$ cat src/rtl/cpu_clock_controller.sv
// Core clock-enable sequencer: divided RUN, single-STEP from button, HALTED; counts issued enables.
// Optional breakpoint halt when CLKCTRL_BREAK_EN is defined (adds the break_at port).
module cpu_clock_controller #(
  parameter int RATIO = 10,
  parameter int CNT_W = 32
) (
  input  logic             clk,
  input  logic             rst_n,
  input  logic             run_sw,
  input  logic             step_btn,
  input  logic             halt_req,
  input  logic             resume,
`ifdef CLKCTRL_BREAK_EN
  input  logic [CNT_W-1:0] break_at,
`endif
  output logic             cpu_en,
  output logic [CNT_W-1:0] tick_cnt,
  output logic [1:0]       state
);

  typedef enum logic [1:0] {
    IDLE   = 2'b00,
    RUN    = 2'b01,
    STEP   = 2'b10,
    HALTED = 2'b11
  } state_t;

  localparam int               DIV_W   = $clog2(RATIO + 1);
  localparam logic [DIV_W-1:0] DIV_ONE = DIV_W'(1);
  localparam logic [DIV_W-1:0] DIV_MAX = DIV_W'(RATIO);

  state_t           st;
  logic [DIV_W-1:0] div_cnt;
  logic             step_q;
  logic             resume_q;
  logic             step_edge;
  logic             resume_edge;
  logic             brk_hit;
  logic [CNT_W-1:0] tick_nxt;

  assign step_edge   = step_btn & ~step_q;
  assign resume_edge = resume & ~resume_q;
  assign tick_nxt    = tick_cnt + CNT_W'(1);
  assign state       = st;

`ifdef CLKCTRL_BREAK_EN
  // Compare against the post-increment count so the breakpoint pulse itself is delivered.
  assign brk_hit = (break_at != '0) && (tick_nxt == break_at);
`else
  assign brk_hit = 1'b0;
`endif

  always_ff @(posedge clk) begin
    if (!rst_n) begin
      st       <= IDLE;
      cpu_en   <= 1'b0;
      tick_cnt <= '0;
      div_cnt  <= DIV_ONE;
      step_q   <= 1'b1;
      resume_q <= 1'b1;
    end else begin
      step_q   <= step_btn;
      resume_q <= resume;
      cpu_en   <= 1'b0;
      case (st)
        IDLE: begin
          div_cnt <= DIV_ONE;
          if (halt_req)    st <= HALTED;
          else if (run_sw) st <= RUN;
          else             st <= STEP;
        end
        RUN: begin
          if (halt_req) begin
            st <= HALTED;
          end else if (!run_sw) begin
            st      <= STEP;
            div_cnt <= DIV_ONE;
          end else if (div_cnt == DIV_MAX) begin
            cpu_en   <= 1'b1;
            div_cnt  <= DIV_ONE;
            tick_cnt <= tick_nxt;
            if (brk_hit) st <= HALTED;
          end else begin
            div_cnt <= div_cnt + DIV_ONE;
          end
        end
        STEP: begin
          if (halt_req) begin
            st <= HALTED;
          end else if (run_sw) begin
            st      <= RUN;
            div_cnt <= DIV_ONE;
          end else if (step_edge) begin
            cpu_en   <= 1'b1;
            tick_cnt <= tick_nxt;
            if (brk_hit) st <= HALTED;
          end
        end
        HALTED: begin
          if (resume_edge) st <= IDLE;
        end
        default: st <= IDLE;
      endcase
    end
  end

endmodule

$ cat config.mk
export PLATFORM = sky130hd
export DESIGN_NAME = cpu_clock_controller
export DESIGN_NICKNAME = d
export VERILOG_FILES = /design/src/rtl/cpu_clock_controller.sv
export SDC_FILE = /design/constraint.sdc
export NUM_CORES = 1
export LEC_CHECK = 0
export CAP_MARGIN = 20
export CORE_MARGIN = 5
export CORE_UTILIZATION = 56
export DETAILED_ROUTE_END_ITERATION = 10
export GPL_TIMING_DRIVEN = 0
export PLACE_DENSITY = 0.9
export SETUP_SLACK_MARGIN = 0.3
export SYNTH_ARGS = -nofsm -noshare
export SYNTH_HDL_FRONTEND = slang
export SYNTH_SLANG_ARGS = --single-unit
export TNS_END_PERCENT = 50
$ cat constraint.sdc
create_clock -name clk -period 6 [get_ports clk]
set_input_delay 1.5 -clock clk [delete_from_list [all_inputs] [get_ports clk]]
set_output_delay 1.5 -clock clk [all_outputs]
set_load 0.01 [all_outputs]
==> results.cfg, run 1 <==
[synth]
synth_area_mm2 = 0.00215
async_flop_share_pct = 0
ys_ff_latch = 41
yosysWarnings = 0
syn-num-nets = 255
synth_edf_count = 0
synthFlopType = dfxtp_1
syn_inst = 242
ys_seq_area_share_pct = 38.2
syn_avg_cell_area_um2 = 8.88
synth_cell_type_count = 40

[placement]
post-place-ws_ns = 2.33
port_buffers = 40
place_hpwl_um = 3580
place_congestion = 0.879
place_area_mm2 = 0.00261

[clock_network]
postCtsHoldBufs = 0
h-tree-depth = 2
cts.sinks = 41
clockBufferDepth = 2
cts_root_buffer = clkbuf_8
cts_tree = built
cts_resized = 0
cts.reportedPaths.clkPinSlew_ns = 0.08
post_cts_buffers = 0
numCtsBuffers = 5
clk_latency_ns = 0.30

[pwr]
p_seq_share_pct = 45.3
power_frac_comb_pct = 21.9
p_leak_uw = 0.000976
clockPowerShare_pct = 32.8
vdd_drop_max_v = 0.000205
powerDensity_mw_per_mm2 = 243
switching_share_pct = 28.4
power.switching_uw = 187
p_int_uw = 471

[worst_setup_path]
critical_path.startpoint_type = input port
reg2reg_slack_ns = 3.52
end_kind = flop
cp_max_fo = 10
r2r-start = state[1]
reg2reg_depth = 8
crit_required_ns = 6.20
arrival_ns = 3.64
crit_type = input port to flop
r2r_end = tick_cnt[20]

[outcome]
outcome = finished, final reports clean

[worst_hold_path]
min_to = tick_cnt[31]
min_path_cells = 2
hold_class = flop to flop
hold_path.startpoint = tick_cnt[31]

[floorplanning]
core_area_mm2 = 0.00369
rows = 22
die_h_um = 72.0
die-area_mm2 = 0.00518
die_w_um = 72.0
pin_count = 41
initial_core_util_pct = 58.3

[timing]
setup_viol_count_final = 0
fin_skew_ns = 0.00893
max_freq_ghz = 0.291
finalSetupTns_ns = 0
slew_headroom_pct = 64.9
post-route-min-period_ns = 3.44
hold_viol_final = 0
rsz0062_at_grt = false
worst_pin_slew_ns = 0.523
slew_violations = 0
min_period_over_period_pct = 57.4
fin_ws_ns = 2.56

[flow_run]
maxCapViolCount = 0

[global_route]
grt_overflow_total = 0
antenna_found_initial = 0
grt_pass1_vias = 1822
grt_usage_pct = 20.8
grt_pass1_wl_um = 8400
grt_max_degree = 13

[final_layout]
multi_input_area_mm2 = 0.00127
diodes = 0
fin_nets = 302
area_growth_pct = 26.3
seqCellArea_um2 = 821
drive_gt1_share_pct = 5.54
fin_area_mm2 = 0.00271
fillers = 288

[detailed_routing]
wl_um = 4980
vias = 1911
routedWlPerCell_um = 14.8
ant_nets = 0
vias_per_cell = 5.67
drc = 0
drtIter0Drc = 157
firstDrtPassIters = 4
[registers in the layout (all words and copies together) (netlist names)]
register  cells
div_cnt       4
tick_cnt     32
cpu_en        1
state         2
resume_q      1
step_q        1
[kinds of logic after synthesis]
kind of cell	share of synthesized area, %
xor+xnor	10.2
flops	38.2
buf+inv	2.50
simple gates	34.5
mux	0.931
fa+ha+maj	4.07
compound gates	9.66
[through the flow]
step                total power, µW  instances  util (%)  hold slack [ns]
floorplan                       399        242         -            0.485
global placement                437        330      70.8            0.461
detailed placement              444        330      70.8            0.472
CTS                             660        337      73.6            0.483
global route                    693        337      73.6            0.531
finish                          658        337      73.6            0.482
[layout make-up]
type | instances | area share (%)
well taps | 48 | 2.21
flip-flops and latches | 41 | 30.2
repair buffers | 40 | 14.8
inverters | 7 | 0.968
clock buffers | 5 | 2.54
plain buffers | 7 | 1.01
clock inverters | 2 | 1.29
multi-input cells | 187 | 47.0
[worst max-delay path, stage by stage]
cell             delay [ns]
clkdlybuf4s50_1        0.50
or2_1                  0.29
o22ai_2                0.38
clkbuf_1               0.44
nand4_1                0.20
xnor2_1                0.16
and2_1                 0.15
[worst max path at each step]
stage,endpoint,from,slack [ns]
after floorplan,tick_cnt[21],halt_req,3.15
after global placement,tick_cnt[25],run_sw,2.30
after detailed placement,tick_cnt[20],run_sw,2.33
after CTS,tick_cnt[20],halt_req,2.60
after global routing,tick_cnt[25],halt_req,2.41
final,tick_cnt[20],halt_req,2.56
[cell usage after synthesis, drive strengths merged (2+ instances only)]
master,n,area share (%)
or3,5,1.5
mux2i,2,0.93
o31ai,4,1.4
nand4bb,2,1.0
and3,5,1.5
ha,7,4.1
o21ai,8,1.9
or4,4,1.4
nor4,3,1.6
clkbuf,6,1.0
a21oi,2,0.47
inv,7,1.2
and2,22,6.4
nor2b,5,1.5
nor2,12,2.1
nor3,8,1.9
nand3,11,2.6
nand4,19,6.7
xnor2,24,9.8
a21boi,10,3.5
nand2b,2,0.58
nand2,19,3.3
dfxtp,41,38
[power groups by stage]
| stage | Sequential [µW] | Combinational, µW | Clock, µW |
|---|---|---|---|
| final | 298 | 144 | 216 |
| after global routing | 300 | 161 | 231 |
| after CTS | 298 | 144 | 218 |
| after detailed placement | 304 | 140 | 0 |
| after global placement | 303 | 133 | 0 |
| after floorplan | 304 | 94.9 | 0 |
[layer usage]
metal  vias up  part of all wire (%)  track usage (%)
met3         6                   5.0             5.40
li1        951                     -                -
met1       908                    47             27.1
met2        46                    47             31.9
met5         -                     0                0
met4         0                   1.5             10.0
[cell usage in the layout, fill, tap and decap left out, types with 2 or more instances in the layout]
master | Yosys | final
a21boi_1 | 6 | 6
nor2b_1 | 5 | 5
a21oi_1 | 2 | 2
xnor2_1 | 24 | 24
a21boi_0 | 4 | 4
nor4_1 | 2 | 2
and3_1 | 5 | 5
dfxtp_1 | 41 | 41
mux2i_1 | 2 | 2
nand4_2 | 4 | 4
clkbuf_8 | 0 | 5
clkbuf_1 | 6 | 6
o21ai_0 | 8 | 8
nand2b_1 | 2 | 2
o31ai_1 | 4 | 4
nand4_1 | 15 | 15
or3_1 | 5 | 5
nand4bb_1 | 2 | 2
nand3_1 | 11 | 11
nand2_1 | 19 | 19
clkdlybuf4s50_1 | 0 | 40
nor2_1 | 12 | 12
and2_1 | 22 | 22
or4_1 | 4 | 4
inv_1 | 7 | 7
ha_1 | 7 | 7
nor3_1 | 8 | 8
Note: power is estimated with default switching activity, not from simulation.
==> run 2: changes to the inputs <==
--- a/config.mk
+++ b/config.mk
@@ -7,10 +7,10 @@
 export LEC_CHECK = 0
 export CAP_MARGIN = 20
 export CORE_MARGIN = 5
-export CORE_UTILIZATION = 56
+export CORE_UTILIZATION = 47
 export DETAILED_ROUTE_END_ITERATION = 10
 export GPL_TIMING_DRIVEN = 0
-export PLACE_DENSITY = 0.9
+export PLACE_DENSITY = 0.81
 export SETUP_SLACK_MARGIN = 0.3
 export SYNTH_ARGS = -nofsm -noshare
 export SYNTH_HDL_FRONTEND = slang
==> constraint.sdc (replaced) <==
create_clock -name clk -period 2.8 [get_ports clk]
set_input_delay 0.7 -clock clk [delete_from_list [all_inputs] [get_ports clk]]
set_output_delay 0.7 -clock clk [all_outputs]
set_load 0.01 [all_outputs]
==> run 2 against run 1 <==
Effect of this change: final cell count up 1.8%; sequential share of layout area down 0.30 points; sequential cell count unchanged; worst hold slack better by 0.0046 ns; sequential power up 110%; core utilization down 11 points; combinational power up 110%; critical endpoint is now tick_cnt[19]; largest cell class unchanged; largest power group unchanged.
==> results.cfg, run 2 (synthesis results as in run 1) <==
[pwr]
clockPowerShare_pct = 29.8
p_int_uw = 949
vdd_drop_max_v = 0.000240
switching_share_pct = 29.2
power_frac_comb_pct = 22.6
power.switching_uw = 391
power_uw = 1340
p_seq_share_pct = 47.6
p_leak_uw = 0.000985
powerDensity_mw_per_mm2 = 489

[worst_setup_path]
critical_path.startpoint_type = input port
crit_type = input port to flop
arrival_ns = 2.71
end_kind = flop
cp_max_fo = 7
crit_required_ns = 3.02
critPathTopFamily = simple AND/OR/NAND/NOR gates
cp_cell_sequence = clkdlybuf4s50_1, nand4bb_1, o22ai_4, nand4b_2, or4_1, a21boi_1
crit_path_top_delay_cell = clkdlybuf4s50_1
r2r-start = state[0]
cp-startpoint = run_sw
cp_num_buf_inv = 1
cpPeakStageDelay_ns = 0.61

[timing]
post-route-min-period_ns = 2.49
fin_skew_ns = 0.00662
min_period_over_period_pct = 88.8
max_freq_ghz = 0.402
hold_viol_final = 0
fin_ws_ns = 0.315
slew_headroom_pct = 66.4
worst_pin_slew_ns = 0.501
slew_violations = 0
setup_viol_count_final = 0
rsz0062_at_grt = true

[detailed_routing]
drc = 0
routedWlPerCell_um = 15.3
vias_per_cell = 5.58
ant_nets = 0
firstDrtPassIters = 4
vias = 1913
drtIter0Drc = 152
wl_um = 5250

[clock_network]
h-tree-depth = 2
cts_tree = built
cts.sinks = 41
clockBufferDepth = 2
clk_latency_ns = 0.30
numCtsBuffers = 5
cts_root_buffer = clkbuf_8
postCtsHoldBufs = 0
cts.reportedPaths.clkPinSlew_ns = 0.08

[final_layout]
area_growth_pct = 27.5
layout.cells.most_common_list = 41 x dfxtp_1, 40 x clkdlybuf4s50_1, 24 x xnor2_1
fin_area_mm2 = 0.00274
final_common_cell = dfxtp_1
fillers = 391
diodes = 0
seqCellArea_um2 = 821
drive_gt1_share_pct = 6.53
fin_nets = 304
final_cells = 343
largest_reg_flops = 32
top_register = tick_cnt
multi_input_area_mm2 = 0.00130

[worst_hold_path]
hold_class = flop to flop
hold_path.startpoint = tick_cnt[31]

[placement]
place_inst = 334
place_congestion = 0.830
post-place-ws_ns = -0.154
port_buffers = 40
place_area_mm2 = 0.00262
place_hpwl_um = 3730

[floorplanning]
die-area_mm2 = 0.00603
initial_core_util_pct = 49.0
die_h_um = 77.6
core_area_mm2 = 0.00438
pin_count = 41
die_w_um = 77.6
rows = 24

[flow_run]
maxCapViolCount = 0

[global_route]
grt_usage_pct = 17.8
grt_pass1_wl_um = 8940
grt_pass1_vias = 1895
antenna_found_initial = 0
grt_max_degree = 12
grt_overflow_total = 0

[outcome]
outcome = finished, final reports clean
run 2: changes by cell type in the layout (fill, tap and decap cells not counted), sizes merged:
cell and delta:
clkinv -1, clkbuf +2, bufinv -1, buf +2
run 2: what timing repair did:
item / in CTS / in global routing
buffers inserted: 2 / 0
gates resized for setup: 2 / 2
pin swaps: 1 / 0
endpoints found under the setup margin: 15 / 15
hold endpoints to repair: 0 / 0
run 2: worst min-delay path, stage by stage (launching register included):
cell and delay, ns:
dfxtp_1 0.32, o31ai_1 0.06, a21boi_1 0.06
run 2: path summary, 6_finish.rpt:
kind | end | slack [ns] | cells past startpoint
worst max-delay path | tick_cnt[19] | 0.31 | 6
worst min-delay path | tick_cnt[31] | 0.49 | 2
worst max register to register | tick_cnt[19] | 0.46 | 7
worst min register to register | tick_cnt[31] | 0.49 | 2
run 2: layout make-up:
type,count,share of cell area (%)
sequential,41,29.9
clock buffer,7,3.15
multi-input combinational,187,47.4
inverter,7,0.958
tap,52,2.37
buffer,7,1.05
timing repair buffer,42,15.2
run 2: per-layer routing:
metal	up-vias	part of all wire (%)	track usage (%)	wire length, µm
met2	50	46	28.5	2420
met4	0	1.1	5.33	59
li1	954	-	-	-
met5	-	0	0	0
met3	5	5.8	4.40	305
met1	904	47	23.6	2470
run 2: power groups by stage:
stage	combinational, µW	clock [µW]	sequential [µW]
after detailed placement	292	0	652
after floorplan	203	0	652
after CTS	306	407	638
after global routing	345	434	645
after global placement	283	0	650
final	303	399	638
run 2: per-stage QoR:
| step | setup TNS (ns) | hold slack (ns) | util [%] |
|---|---|---|---|
| floorplan | 0 | 0.485 | - |
| global placement | -0.711 | 0.468 | 59.6 |
| detailed placement | -1.32 | 0.475 | 59.6 |
| CTS | 0 | 0.491 | 62.5 |
| global route | 0 | 0.541 | 62.5 |
| finish | 0 | 0.487 | 62.5 |
